File: src/rtl/port_ecc_wr_arbiter.sv
// Round-robin write arbiter for the shared ECC code SRAM port.
// Per-port FIFOs buffer {addr, code} pairs; one FIFO head is drained per unstalled cycle.
module port_ecc_wr_arbiter #(
    parameter int PORT_NUM   = 4,
    parameter int ADDR_W     = 11,
    parameter int FIFO_DEPTH = 4,
    localparam int PW        = $clog2(PORT_NUM)
) (
    input  logic                       clk,
    input  logic                       rst_n,
    input  logic [PORT_NUM-1:0]        req_vld,
    input  logic [PORT_NUM*ADDR_W-1:0] req_addr,
    input  logic [PORT_NUM*8-1:0]      req_code,
    output logic [PORT_NUM-1:0]        req_rdy,
    input  logic                       ecc_wr_stall,
    output logic                       ecc_wr_en,
    output logic [ADDR_W-1:0]          ecc_wr_addr,
    output logic [7:0]                 ecc_wr_data,
    output logic [PW-1:0]              ecc_wr_port,
    output logic [PORT_NUM-1:0]        ovf_err,
    input  logic                       err_clr
);

    localparam int AW    = $clog2(FIFO_DEPTH);
    localparam int PTR_W = AW + 1;
    localparam int ENT_W = ADDR_W + 8;

    typedef logic [PTR_W-1:0] ptr_t;

    logic [ENT_W-1:0] mem_q [PORT_NUM][FIFO_DEPTH];

    ptr_t wr_ptr_q [PORT_NUM];
    ptr_t wr_ptr_d [PORT_NUM];
    ptr_t rd_ptr_q [PORT_NUM];
    ptr_t rd_ptr_d [PORT_NUM];
    ptr_t count    [PORT_NUM];

    logic [PORT_NUM-1:0] not_empty;
    logic [PORT_NUM-1:0] push;
    logic [PORT_NUM-1:0] pop;
    logic [PORT_NUM-1:0] ovf_set;

    logic [PW-1:0]    last_q, last_d;
    logic [PW-1:0]    winner;
    logic [PW-1:0]    cand;
    logic             found;
    logic             grant;
    logic [ENT_W-1:0] head;

    logic              en_q, en_d;
    logic [ADDR_W-1:0] addr_q, addr_d;
    logic [7:0]        data_q, data_d;
    logic [PW-1:0]     port_q, port_d;
    logic [PORT_NUM-1:0] ovf_q, ovf_d;

    // Pointers carry one extra wrap bit so full and empty differ without a separate flag.
    always_comb begin
        for (int i = 0; i < PORT_NUM; i++) begin
            count[i]     = wr_ptr_q[i] - rd_ptr_q[i];
            req_rdy[i]   = (count[i] != ptr_t'(FIFO_DEPTH));
            not_empty[i] = (count[i] != '0);
        end
    end

    assign push    = req_vld & req_rdy;
    assign ovf_set = req_vld & ~req_rdy;

    // NOTE: every always_comb output gets a default before any branch, so no latch is inferred.
    always_comb begin
        winner = last_q;
        cand   = last_q;
        found  = 1'b0;
        for (int off = 1; off <= PORT_NUM; off++) begin
            cand = PW'((int'(last_q) + off) % PORT_NUM);
            if (!found && not_empty[cand]) begin
                winner = cand;
                found  = 1'b1;
            end
        end
    end

    assign grant = !ecc_wr_stall && (|not_empty);
    assign head  = mem_q[winner][rd_ptr_q[winner][AW-1:0]];

    always_comb begin
        pop = '0;
        if (grant) begin
            pop[winner] = 1'b1;
        end
        for (int i = 0; i < PORT_NUM; i++) begin
            wr_ptr_d[i] = wr_ptr_q[i];
            rd_ptr_d[i] = rd_ptr_q[i];
            if (push[i]) begin
                wr_ptr_d[i] = wr_ptr_q[i] + ptr_t'(1);
            end
            if (pop[i]) begin
                rd_ptr_d[i] = rd_ptr_q[i] + ptr_t'(1);
            end
        end
    end

    always_comb begin
        en_d   = grant;
        last_d = last_q;
        addr_d = addr_q;
        data_d = data_q;
        port_d = port_q;
        if (grant) begin
            last_d = winner;
            addr_d = head[ENT_W-1 -: ADDR_W];
            data_d = head[7:0];
            port_d = winner;
        end
        // A new overflow in the same cycle as err_clr must survive the clear.
        ovf_d = (err_clr ? '0 : ovf_q) | ovf_set;
    end

    // NOTE: FIFO storage has no reset; the pointers alone define which entries are valid.
    always_ff @(posedge clk) begin
        for (int i = 0; i < PORT_NUM; i++) begin
            if (push[i]) begin
                mem_q[i][wr_ptr_q[i][AW-1:0]] <= {req_addr[i*ADDR_W +: ADDR_W], req_code[i*8 +: 8]};
            end
        end
    end

    // NOTE: state registers use non-blocking assignments so every flop samples pre-edge values.
    always_ff @(posedge clk or negedge rst_n) begin
        if (!rst_n) begin
            for (int i = 0; i < PORT_NUM; i++) begin
                wr_ptr_q[i] <= '0;
                rd_ptr_q[i] <= '0;
            end
            last_q <= PW'(PORT_NUM - 1);
            en_q   <= 1'b0;
            addr_q <= '0;
            data_q <= '0;
            port_q <= '0;
            ovf_q  <= '0;
        end else begin
            for (int i = 0; i < PORT_NUM; i++) begin
                wr_ptr_q[i] <= wr_ptr_d[i];
                rd_ptr_q[i] <= rd_ptr_d[i];
            end
            last_q <= last_d;
            en_q   <= en_d;
            addr_q <= addr_d;
            data_q <= data_d;
            port_q <= port_d;
            ovf_q  <= ovf_d;
        end
    end

    assign ecc_wr_en   = en_q;
    assign ecc_wr_addr = addr_q;
    assign ecc_wr_data = data_q;
    assign ecc_wr_port = port_q;
    assign ovf_err     = ovf_q;

endmodule

File: config.mk
export PLATFORM = sky130hd
export DESIGN_NAME = port_ecc_wr_arbiter
export DESIGN_NICKNAME = d
export VERILOG_FILES = /design/src/rtl/port_ecc_wr_arbiter.sv
export SDC_FILE = /design/constraint.sdc
export NUM_CORES = 1
export LEC_CHECK = 0
export CELL_PAD_IN_SITES_DETAIL_PLACEMENT = 0
export CELL_PAD_IN_SITES_GLOBAL_PLACEMENT = 2
export CORE_MARGIN = 3
export CORE_UTILIZATION = 43
export DETAILED_ROUTE_END_ITERATION = 8
export MAX_ROUTING_LAYER = met4
export PLACE_DENSITY = 0.76
export SLEW_MARGIN = 20
export SYNTH_ARGS = -nofsm -noshare
export SYNTH_HDL_FRONTEND = slang
export SYNTH_SLANG_ARGS = --single-unit
File: constraint.sdc
create_clock -name clk -period 3.5 [get_ports clk]
set_input_delay 0.525 -clock clk [delete_from_list [all_inputs] [get_ports clk]]
set_output_delay 0.525 -clock clk [all_outputs]
set_load 0.05 [all_outputs]
# Word level (Yosys, flattened, before mapping)
# Memory sizes are Yosys's and may differ from the RTL's.
# Index checks and enable logic that the tools add are counted.
dict set report totals {
  out_inout_bits 30
  word_cells 120
  romBits 0
  n_memories 1
  latchBits 0
  ramBits 304
  input_bits 84
  reg_bits 52
}
# memory depth width rd rd_clocked_by_memory_dff wr line_no
set mem_list {}
lappend mem_list {mem_q 4 76 1 0 4 30} ;# logic [ENT_W-1:0] mem_q [PORT_NUM][FIFO_DEPTH];
dict set report classes {
  addsub 16
  n_eq_ne 4
  n_mux 41
  n_reduce_logical 18
  order_cmp 16
  multipliers 0
  shifts 0
  div 0
  bitwise 10
}
# op count
set ops {}
lappend ops {{$mux 76} 4}
lappend ops {{$demux 19 s2} 4}
lappend ops {{$mux 19} 6}
lappend ops {{$bmux 19 s2} 1}
lappend ops {{$add 3x1->3 const B} 8}
lappend ops {{$ge 3x3->1 const B} 6}
lappend ops {{$not 2->3} 6}
lappend ops {{$lt 2x3->1 const B} 5}
lappend ops {{$lt 3x1->1 const B} 4}
lappend ops {{$mux 1} 12}
lappend ops {{$mux 2} 6}
lappend ops {{$ne 3x3->1 const B} 4}
lappend ops {{$reduce_bool 3->1} 4}
lappend ops {{$sub 3x3->3} 4}
lappend ops {{$logic_and 1x1->1} 9}
lappend ops {{$and 4x4->4} 2}
lappend ops {{$bmux 1 s2} 4}
lappend ops {{$mux 4} 2}
lappend ops {{$bmux 3 s2} 1}
lappend ops {{$add 2x1->2 const B} 2}
lappend ops {{$add 2x2->2 const B} 2}
lappend ops {{$logic_not 1->1} 4}
lappend ops {{$not 4->4} 1}
lappend ops {{$or 4x4->4} 1}
lappend ops {{other kinds (3)} 3}

# Logic depth before layout (Yosys ltp)
# Gate-level depths: netlist (run 1).
dict set report logic_depth {
  word_depth 22
  depth_mapped 14
  mapped_depth_nobuf 11
}

# Worst setup path before layout (run 1)
# Ideal clock, no wire load.
dict set report synth_path {
  path_kind {reg-to-reg}
  start {register wr_ptr_q[6] in the netlist's numbering}
  end {register addr_q[0], in the netlist ecc_wr_addr[0]}
  setup_time_ns 0.087
  slack_ns 0.733
  required_ns 3.413
  stages_incl_launch_ff 14
  arrival_ns 2.680
  n_path_buf 2
  synth_period_minus_slack_ns 2.767
  path_cell_list {dfrtp_1 inv_1 ha_1 nor2b_1 xor2_1 a31oi_1 o21bai_2 nand3_4 mux2_4 mux2_2 buf_6 buf_6 mux2i_1 a211oi_2}
}
dict set report synth_via {
  elab_chain_cells 22
  word_cells_on_any_way 34
  classes_between {add/sub: 1; mux: 21; bitwise: 2; reduce/logical: 9; memory: 1}
}
# element line_no
set synth_lines {}
lappend synth_lines {{start, declared} 32} ;# ptr_t wr_ptr_q [PORT_NUM];
lappend synth_lines {{start signal, assigned by index} 142} ;# wr_ptr_q[i] <= wr_ptr_d[i];
lappend synth_lines {{$sub 3x3->3 *} 59} ;# count[i] = wr_ptr_q[i] - rd_ptr_q[i];
lappend synth_lines {{$reduce_bool 3->1 *} 61} ;# not_empty[i] = (count[i] != '0);
lappend synth_lines {{$bmux 1 s2} 75} ;# if (!found && not_empty[cand]) begin
lappend synth_lines {{$mux 1 (implied by the code)} 75}
lappend synth_lines {{$mux 1} 75}
lappend synth_lines {{$logic_not 1->1} 75}
lappend synth_lines {{$logic_and 1x1->1} 75}
lappend synth_lines {{$mux 1} 75}
lappend synth_lines {{[4 not listed]} --}
lappend synth_lines {{$logic_and 1x1->1} 75}
lappend synth_lines {{$mux 2} 75}
lappend synth_lines {{$not 2->3 (implied by the code)} 83} ;# assign head = mem_q[winner][rd_ptr_q[winner][AW-1:0]];
lappend synth_lines {{$bmux 3 s2} 83}
lappend synth_lines {{$mux 2 (implied by the code) (2 in series)} 83}
lappend synth_lines {{$not 2->3 (implied by the code)} 83}
lappend synth_lines {{$bmux 19 s2} 83}
lappend synth_lines {{$mux 19 (implied by the code) (2 in series)} 83}
lappend synth_lines {{end signal, assigned} 147} ;# addr_q <= addr_d;
lappend synth_lines {{end, declared} 51} ;# logic [ADDR_W-1:0] addr_q, addr_d;
# Every way passes the cells marked *; elsewhere a longest branch is shown, timed or not. The select of a mux whose other input is x is not followed.
# A chain may end at the register's enable or synchronous reset.

# Final worst setup path (run 1)
dict set report layout_path {
  start {register wr_ptr_q[6] in the netlist's numbering}
  end {register data_q[0], in the netlist ecc_wr_data[0]}
}
dict set report layout_via {
  elab_chain_cells 22
  word_cells_on_any_way 34
  classes_between {add/sub: 1; mux: 21; bitwise: 2; reduce/logical: 9; memory: 1}
}
# element line_no
set layout_lines {}
lappend layout_lines {{$sub 3x3->3 *} 59}
lappend layout_lines {{$reduce_bool 3->1 *} 61}
lappend layout_lines {{$bmux 1 s2} 75}
lappend layout_lines {{$mux 1 (implied by the code)} 75}
lappend layout_lines {{$mux 1} 75}
lappend layout_lines {{$logic_not 1->1} 75}
lappend layout_lines {{$logic_and 1x1->1} 75}
lappend layout_lines {{$mux 1} 75}
lappend layout_lines {{[4 not listed]} --}
lappend layout_lines {{$logic_and 1x1->1} 75}
lappend layout_lines {{$mux 2} 75}
lappend layout_lines {{$not 2->3 (implied by the code)} 83}
lappend layout_lines {{$bmux 3 s2} 83}
lappend layout_lines {{$mux 2 (implied by the code) (2 in series)} 83}
lappend layout_lines {{$not 2->3 (implied by the code)} 83}
lappend layout_lines {{$bmux 19 s2} 83}
lappend layout_lines {{$mux 19 (implied by the code) (2 in series)} 83}
lappend layout_lines {{end signal, assigned} 148} ;# data_q <= data_d;
lappend layout_lines {{end, declared} 52} ;# logic [7:0] data_q, data_d;
# Marks and branches as above.

==> results.yml, run 1 <==
clock_network:
  path_clk_slew_ns: 0.06
  cts_root_buffer: "clkbuf_16"
  cts_sinks: 356
  htree_levels: 2
  clock_latency_ns: 0.52
  numCtsBuffers: 39
  cts_buffer_depth: 3
  cts_tree: "built"
critical_path:
  cp-end-kind: "flip-flop"
  rr_worst_depth: 11
  critPathKind: "flip-flop to flip-flop"
  required_ns: 3.91
  crit_path_max_fanout: 19
  cp.arrival_ns: 3.69
  cp-start-kind: "flip-flop"
place:
  dpl_cell_area_um2: 16800
  post-dp-hpwl_um: 24200
  globalplace.congestion: 0.779
  place_ws_ns: 0.190
  io_buffers: 113
timing:
  finalMaxSlewViolations: 0
  rsz0062_at_grt: "false"
  layout_setup_ws_ns: 0.220
  layout_min_cycle_time_ns: 3.28
  min_period_over_period: 0.937
  max_freq_mhz: 305
  skew_ns: 0.0110
  hold_violations: 0
  setup_violations: 0
  fin_setup_tns_ns: 0
  slew_headroom: 0.414
  worstMarginPinSlew_ns: 0.879
detailed_routing:
  vias: 8467
  drt_iter0_markers: 602
  vias_per_cell: 5.38
  drc_errors: 0
  totalWireLength_um: 39300
  wire_per_inst_um: 25.0
  ant_nets: 0
  drt-pass1-iter-count: 4
global_route:
  antenna_found_initial: 0
  grt_pass1_wl_um: 57200
  grt_overflow: 0
  first_global_vias: 8565
  grt_usage: 0.221
  grt_start_max_net_pins: 49
finish:
  fin_util: 0.531
  antenna_cells: 0
  multi_input_area_um2: 4190
  syn_to_final_growth_pct: 20.4
  final_area_um2: 18000
  n_fill_cell: 2800
  regArea_um2: 10400
  nets: 1212
  drive_above_1_share: 0.122
synth:
  netlist.area_leader.share: 0.610
  async_flop_share: 0.146
  synth_edf_count: 304
  syn-num-nets: 1072
  ys.flop_type: "edfxtp_1"
  avgSynthCellArea_um2: 15.6
  yosys_warnings: 0
  netlist_instances: 960
  ys_types: 44
  synthTopCellsByArea: "edfxtp_1 (61%), mux2i_1 (10%), dfrtp_1 (8.4%)"
  synth_seq_area_share: 0.697
  synth_area_leader_cell: "edfxtp_1"
  ys_ff_latch: 356
  synth_most_common_cell: "edfxtp_1"
  yosys-top-cells-count: "edfxtp_1 (304), mux2i_1 (153), dfrtp_1 (50)"
  syn_area_um2: 15000
floorplan:
  die_area_um2: 37100
  die_height_um: 193
  start_util: 0.441
  rows: 67
  num_io_pins: 114
  core-area_um2: 34000
  fp.dieW_um: 193
min_path:
  min_path_cells: 1
  hold_class: "flip-flop to flip-flop"
run_status:
  status: "completed"
flow_run:
  maxCapViolCount: 0
==> per-stage QoR <==
step | hold WS (ns) | std cells
after detailed placement | 0.477 | 1506
final | 0.483 | 1575
after CTS | 0.481 | 1575
after global placement | 0.474 | 1506
after global routing | 0.506 | 1575
after floorplan | 0.229 | 960
==> worst max-delay path, stage by stage, from the launching register on <==
cell and delay (ns):
dfrtp_1 0.40, inv_1 0.14, ha_1 0.16, nor2b_1 0.22
xor2_1 0.22, a31oi_1 0.16, o21bai_2 0.29, and4_1 0.25
or2_1 0.12, mux2_2 0.74, mux2i_1 0.17, a211oi_1 0.30
==> kinds of logic (layout without fill, tap and decap cells) <==
logic type	Yosys count	count (layout)	synth area share
flip-flops	356	356	0.697
AO/OA/AOI/OAI	178	178	0.0867
multiplexers	157	157	0.106
AND/OR/NAND/NOR	123	123	0.0439
buffers and inverters	93	260	0.0281
adder cells (fa/ha/maj)	28	28	0.0234
XOR/XNOR	25	25	0.0151
==> metal layers <==
metal,share of wire,GRT usage,vias up
met1,0.47,0.310,4276
met3,0.043,0.0285,55
met5,0,-,-
met4,0.018,0.0482,0
li1,-,-,3914
met2,0.47,0.348,222
==> final timing paths <==
kind                                     startpoint                          to  slack (ns)
min reg2reg                wr_ptr_q[11]$_DFFE_PN0P_    wr_ptr_q[11]$_DFFE_PN0P_        0.48
min                        wr_ptr_q[11]$_DFFE_PN0P_    wr_ptr_q[11]$_DFFE_PN0P_        0.48
min in group asynchronous                     rst_n        ovf_err[1]$_DFF_PN0_        0.50
max in group asynchronous                     rst_n       last_q[1]$_DFFE_PN1P_        2.23
max reg2reg                 wr_ptr_q[6]$_DFFE_PN0P_  ecc_wr_data[0]$_DFFE_PN0P_        0.22
max                         wr_ptr_q[6]$_DFFE_PN0P_  ecc_wr_data[0]$_DFFE_PN0P_        0.22
==> flip-flops by register name, indices dropped and copies added, names as in the netlist <==
| signal | count |
|---|---|
| ecc_wr_addr | 11 |
| ecc_wr_port | 2 |
| ecc_wr_data | 8 |
| rd_ptr_q | 12 |
| mem_q | 304 |
| ovf_err | 4 |
| last_q | 2 |
| wr_ptr_q | 12 |
| ecc_wr_en | 1 |
==> final cells by class <==
| cell class | count | share of cell area |
|---|---|---|
| clock buffers | 53 | 0.0604 |
| well taps | 448 | 0.0311 |
| repair buffers | 152 | 0.0835 |
| multi-input cells | 511 | 0.232 |
| inverters | 40 | 0.00833 |
| clock inverters | 15 | 0.00569 |
| flip-flops and latches | 356 | 0.579 |
==> what timing repair did <==
| action | in CTS | in global routing |
|---|---|---|
| setup endpoints to repair | 0 | 5 |
| resized for setup | 0 | 3 |
| hold buffers | 1 | 0 |
| hold endpoints to repair | 15 | 0 |
| buffers inserted | 0 | 0 |
==> placed cells by master, fill, tap and decap left out, types with 8 or more instances in the layout <==
master / count
edfxtp_1: 304
mux2i_1: 152
clkdlybuf4s50_1: 109
dfrtp_1: 50
nor2b_1: 48
a211oi_1: 48
inv_1: 40
clkbuf_16: 39
a21oi_1: 33
buf_4: 33
nor2_1: 29
o21ai_0: 28
ha_1: 28
nand2_1: 21
o211ai_1: 19
and2_1: 18
xnor2_1: 14
xor2_1: 10
a211oi_2: 10
a21oi_2: 9
o311ai_0: 8
clkinv_2: 8
clkbuf_1: 8
Power of run 1 is not shown: default switching activity piles up to over one toggle a cycle in this logic, so the estimate is an artifact.
==> run 2: changes to the inputs <==
--- a/config.mk
+++ b/config.mk
@@ -7,8 +7,9 @@
 export LEC_CHECK = 0
 export CELL_PAD_IN_SITES_DETAIL_PLACEMENT = 0
 export CELL_PAD_IN_SITES_GLOBAL_PLACEMENT = 2
-export CORE_MARGIN = 3
 export CORE_UTILIZATION = 43
+export CTS_CLUSTER_DIAMETER = 40
+export CTS_CLUSTER_SIZE = 14
 export DETAILED_ROUTE_END_ITERATION = 8
 export MAX_ROUTING_LAYER = met4
 export PLACE_DENSITY = 0.76
==> run 2 against run 1 <==
- global-route usage is 0.83 points higher
- fmax down 1.9%
- clock-buffer cell count rose by 2
- worst hold slack worse by 0.36 ns
- first-iteration DRC count up 12%
- sequential share of layout area is 2.1 points lower
- via count up 2.6%
- setup slack got worse by 0.064 ns
- non-clock buffer count up 2
- wire length fell by 1.1%
- cell count is 1.8% higher
- critical path type unchanged
- largest cell class unchanged
==> results.yml, run 2 (same netlist as run 1, synthesis figures left out) <==
run_status:
  status: "completed"
finish:
  final_cell_count_no_fill: 1604
  largest_register_ffs: 304
  layout_commonest_cell: "edfxtp_1"
  regArea_um2: 10400
  final_cell_mix: "edfxtp_1 (304), mux2i_1 (152), clkdlybuf4s50_1 (109)"
  syn_to_final_growth_pct: 24.9
  drive_above_1_share: 0.150
  antenna_cells: 0
  multi_input_area_um2: 4220
  n_fill_cell: 2762
  nets: 1227
clock_network:
  hold_buffers: 0
  clock_latency_ns: 0.56
  ctsResizeCount: 0
  cts_tree: "built"
  numCtsBuffers: 51
  htree_levels: 2
  cts_buffer_depth: 3
  cts_setup_buffers: 0
  cts_root_buffer: "clkbuf_16"
  cts_sinks: 356
  path_clk_slew_ns: 0.06
floorplan:
  die_height_um: 189
  rows: 67
  core-area_um2: 33900
  start_util: 0.442
  die_area_um2: 35600
  fp.dieW_um: 189
  num_io_pins: 114
place:
  post-dp-hpwl_um: 23200
  place_inst: 1509
  io_buffers: 113
  globalplace.congestion: 0.787
critical_path:
  r2r-end: "ecc_wr_data[6]$_DFFE_PN0P_"
  cp-end-kind: "flip-flop"
  cp.arrival_ns: 3.81
  path_cells: "inv_1, ha_1, nor2b_1, xor2_1, a31oi_1, a21oi_1, mux2_8, buf_12, buf_12, a211oi_1, o311ai_1, a21oi_2, a211oi_2"
  r2r-start: "rd_ptr_q[7]$_DFFE_PN0P_"
  required_ns: 3.97
  slowest_delay_ns: 0.47
  critPathKind: "flip-flop to flip-flop"
  cp_slowest_cell: "dfrtp_1"
  rrSetupSlack_ns: 0.16
  crit_path_max_fanout: 38
  cp-start-kind: "flip-flop"
  rr_worst_depth: 13
  critPathMostFrequentCell: "buf_12"
detailed_routing:
  drc_errors: 0
  vias_per_cell: 5.41
  totalWireLength_um: 38900
  ant_nets: 0
  vias: 8683
  wire_per_inst_um: 24.3
  drt_iter0_markers: 675
  drt-pass1-iter-count: 5
timing:
  finalMaxSlewViolations: 0
  hold_violations: 0
  layout_min_cycle_time_ns: 3.34
  min_period_over_period: 0.955
  worstMarginPinSlew_ns: 0.944
  max_freq_mhz: 299
  skew_ns: 0.0205
  fin_setup_tns_ns: 0
  setup_violations: 0
  slew_headroom: 0.371
global_route:
  grt_usage: 0.229
  antenna_found_initial: 0
  first_global_vias: 8667
  grt_pass1_wl_um: 57200
  grt_start_max_net_pins: 42
  grt_overflow: 0
min_path:
  hold_class: "input pin to asynchronous set/reset pin"
flow_run:
  maxCapViolCount: 0
run 2: layout make-up:
class                      count  share of cell area
clock buffer                  55              0.0690
clock inverter                39              0.0270
inverter                      40             0.00803
multi-input combinational    512               0.225
sequential                   356               0.558
tap                          448              0.0300
timing repair buffer         154              0.0829
run 2: routing by layer:
layer / wire [µm] / GRT usage / part of all wire
met5: 0 / - / 0
met3: 1980 / 0.0309 / 0.051
met1: 18500 / 0.323 / 0.47
met4: 837 / 0.0654 / 0.021
met2: 17600 / 0.347 / 0.45
run 2: worst max-delay path by stage:
stage | startpoint | endpoint | slack [ns] | depth (start not counted)
floorplan | wr_ptr_q[6]$_DFFE_PN0P_ | ecc_wr_addr[0]$_DFFE_PN0P_ | 0.73 | 13
global placement | wr_ptr_q[6]$_DFFE_PN0P_ | ecc_wr_data[6]$_DFFE_PN0P_ | 0.20 | 13
detailed placement | wr_ptr_q[9]$_DFFE_PN0P_ | ecc_wr_data[7]$_DFFE_PN0P_ | 0.15 | 11
CTS | wr_ptr_q[9]$_DFFE_PN0P_ | ecc_wr_data[0]$_DFFE_PN0P_ | 0.15 | 11
global route | rd_ptr_q[7]$_DFFE_PN0P_ | ecc_wr_data[4]$_DFFE_PN0P_ | -0.0005 | 13
finish | rd_ptr_q[7]$_DFFE_PN0P_ | ecc_wr_data[6]$_DFFE_PN0P_ | 0.16 | 13
run 2: critical path, delay by kind of cell, from the launching register on:
family          cells  cell delay (ns)
xor+xnor            1             0.22
compound gates      6             1.22
mux                 1             0.27
fa+ha+maj           1             0.18
flops               1             0.47
simple gates        1             0.22
buf+inv             3             0.62
run 2: stage by stage:
stage	setup WS, ns	util	hold WS (ns)	cell area (µm²)
floorplan	0.733	-	0.229	15000
global placement	0.204	0.498	0.475	16900
detailed placement	0.147	0.498	0.476	16900
CTS	0.152	0.551	0.139	18700
global route	-0.000451	0.552	0.158	18700
finish	0.156	0.552	0.119	18700
Power of run 2 is left out for the same reason.
==> run 3: changes to the inputs <==
--- a/config.mk
+++ b/config.mk
@@ -7,6 +7,7 @@
 export LEC_CHECK = 0
 export CELL_PAD_IN_SITES_DETAIL_PLACEMENT = 0
 export CELL_PAD_IN_SITES_GLOBAL_PLACEMENT = 2
+export CORE_ASPECT_RATIO = 0.7
 export CORE_UTILIZATION = 43
 export CTS_CLUSTER_DIAMETER = 40
 export CTS_CLUSTER_SIZE = 14
==> run 3 against run 2 <==
- clock skew is 0.0015 ns lower
- cell area is 2.5% lower
- fmax is 0.90% lower
- sequential share of layout area is 1.4 points higher
- clock-buffer cell count is 6 lower
- critical endpoint is now ecc_wr_data[4]$_DFFE_PN0P_
- largest cell class unchanged
==> results.yml, run 3 (same netlist as run 1, synthesis figures left out) <==
run_status:
  status: "completed"
floorplan:
  fp.dieW_um: 225
  die_height_um: 158
  num_io_pins: 114
  die_area_um2: 35600
  core-area_um2: 33900
  start_util: 0.442
  rows: 56
detailed_routing:
  drc_errors: 0
  drt_iter0_markers: 579
  ant_nets: 0
  vias: 8587
  totalWireLength_um: 39600
  drt-pass1-iter-count: 5
  vias_per_cell: 5.35
  wire_per_inst_um: 24.7
clock_network:
  cts_sinks: 356
  hold_buffers: 0
  cts_root_buffer: "clkbuf_16"
  numCtsBuffers: 41
  path_clk_slew_ns: 0.06
  htree_levels: 2
  clock_latency_ns: 0.54
  cts_buffer_depth: 3
  cts_setup_buffers: 0
  cts_tree: "built"
  ctsResizeCount: 0
place:
  globalplace.congestion: 0.812
  io_buffers: 113
  place_ws_ns: 0.0800
  post-dp-hpwl_um: 24800
global_route:
  grt_overflow: 0
  first_global_vias: 8823
  grt_pass1_wl_um: 57800
  grt_start_max_net_pins: 42
  antenna_found_initial: 0
  grt_usage: 0.235
timing:
  finalMaxSlewViolations: 0
  setup_violations: 0
  skew_ns: 0.0190
  layout_min_cycle_time_ns: 3.37
  hold_violations: 0
  min_period_over_period: 0.964
  worstMarginPinSlew_ns: 0.825
  slew_headroom: 0.450
  layout_setup_ws_ns: 0.126
  max_freq_mhz: 296
  fin_setup_tns_ns: 0
critical_path:
  path_depth: 11
  cp_slowest_cell: "mux4_2"
  endpoint: "ecc_wr_data[4]$_DFFE_PN0P_"
  rrSetupSlack_ns: 0.13
  cp-end-kind: "flip-flop"
  cp.arrival_ns: 3.78
  crit_start: "rd_ptr_q[4]$_DFFE_PN0P_"
  cp-start-kind: "flip-flop"
  crit_path_max_fanout: 10
  path_cells: "inv_1, ha_1, nor2b_1, xnor2_1, nor2_1, nand3_1, nand3_4, mux4_2, nor2b_2, buf_4, a211oi_2"
  r2r-end: "ecc_wr_data[4]$_DFFE_PN0P_"
  critical_path.top_delay_family: "simple AND/OR/NAND/NOR gates"
  critPathKind: "flip-flop to flip-flop"
  path_buf_inv: 2
  rr_worst_depth: 11
  r2r-start: "rd_ptr_q[4]$_DFFE_PN0P_"
  slowest_delay_ns: 0.74
  required_ns: 3.91
finish:
  drive_above_1_share: 0.139
  layout_commonest_cell: "edfxtp_1"
  n_fill_cell: 2837
  antenna_cells: 0
  fin_util: 0.538
  syn_to_final_growth_pct: 21.8
  final_cell_mix: "edfxtp_1 (304), mux2i_1 (152), clkdlybuf4s50_1 (109)"
  nets: 1225
  largest_register_ffs: 304
flow_run:
  maxCapViolCount: 0
min_path:
  hold_class: "input pin to asynchronous set/reset pin"
run 3: cell types whose count changed in the layout (fill, tap and decap cells not counted):
cell	delta
buf_4	+12
bufinv_16	-8
clkbuf_16	-8
buf_12	-4
clkinv_4	-4
inv_8	-3
o311ai_1	+3
o311ai_0	-2
a21oi_1	-1
a21oi_2	+1
clkbuf_1	+1
clkbuf_8	+1
clkinv_1	-1
o311ai_2	-1
run 3: worst register-to-register path, cell delays in order (launching register included):
cell and delay (ns):
dfrtp_1 0.50, inv_1 0.12, ha_1 0.20, nor2b_1 0.14, xnor2_1 0.12, nor2_1 0.35, nand3_1 0.31, nand3_4 0.21
mux4_2 0.75, nor2b_2 0.20, buf_4 0.26, a211oi_2 0.11
run 3: per-stage QoR:
stage | hold slack (ns) | area (µm²) | cells
4_1_cts | 0.108 | 18200 | 1605
3_5_place_dp | 0.475 | 16900 | 1533
2_1_floorplan | 0.229 | 15000 | 960
3_3_place_gp | 0.475 | 16900 | 1533
6_report | 0.0835 | 18200 | 1606
5_1_grt | 0.147 | 18200 | 1606
run 3: metal layers:
metal | vias up | routed length [µm] | track usage
li1 | 3955 | - | -
met1 | 4339 | 18400 | 0.321
met2 | 217 | 18400 | 0.371
met3 | 76 | 1860 | 0.0356
met4 | 0 | 913 | 0.0609
met5 | - | 0 | -
run 3: final cells by class:
| class | count | area [µm²] | area share |
|---|---|---|---|
| Sequential cell | 356 | 10400 | 0.572 |
| Timing Repair Buffer | 162 | 1560 | 0.0856 |
| Multi-Input combinational cell | 512 | 4210 | 0.231 |
| Clock buffer | 49 | 1110 | 0.0608 |
| Clock inverter | 23 | 193 | 0.0106 |
| Tap cell | 464 | 581 | 0.0318 |
| Inverter | 40 | 150 | 0.00823 |
run 3: worst min-delay path by stage:
stage,from,slack (ns),to
after floorplan,rst_n,0.23,ecc_wr_addr[0]$_DFFE_PN0P_
after global placement,ecc_wr_port[1]$_DFFE_PN0P_,0.48,ecc_wr_port[1]$_DFFE_PN0P_
after detailed placement,wr_ptr_q[2]$_DFFE_PN0P_,0.48,wr_ptr_q[2]$_DFFE_PN0P_
after CTS,rst_n,0.11,ovf_err[2]$_DFF_PN0_
after global routing,rst_n,0.15,ovf_err[2]$_DFF_PN0_
final,rst_n,0.08,ovf_err[2]$_DFF_PN0_
Power of run 3 is left out for the same reason.
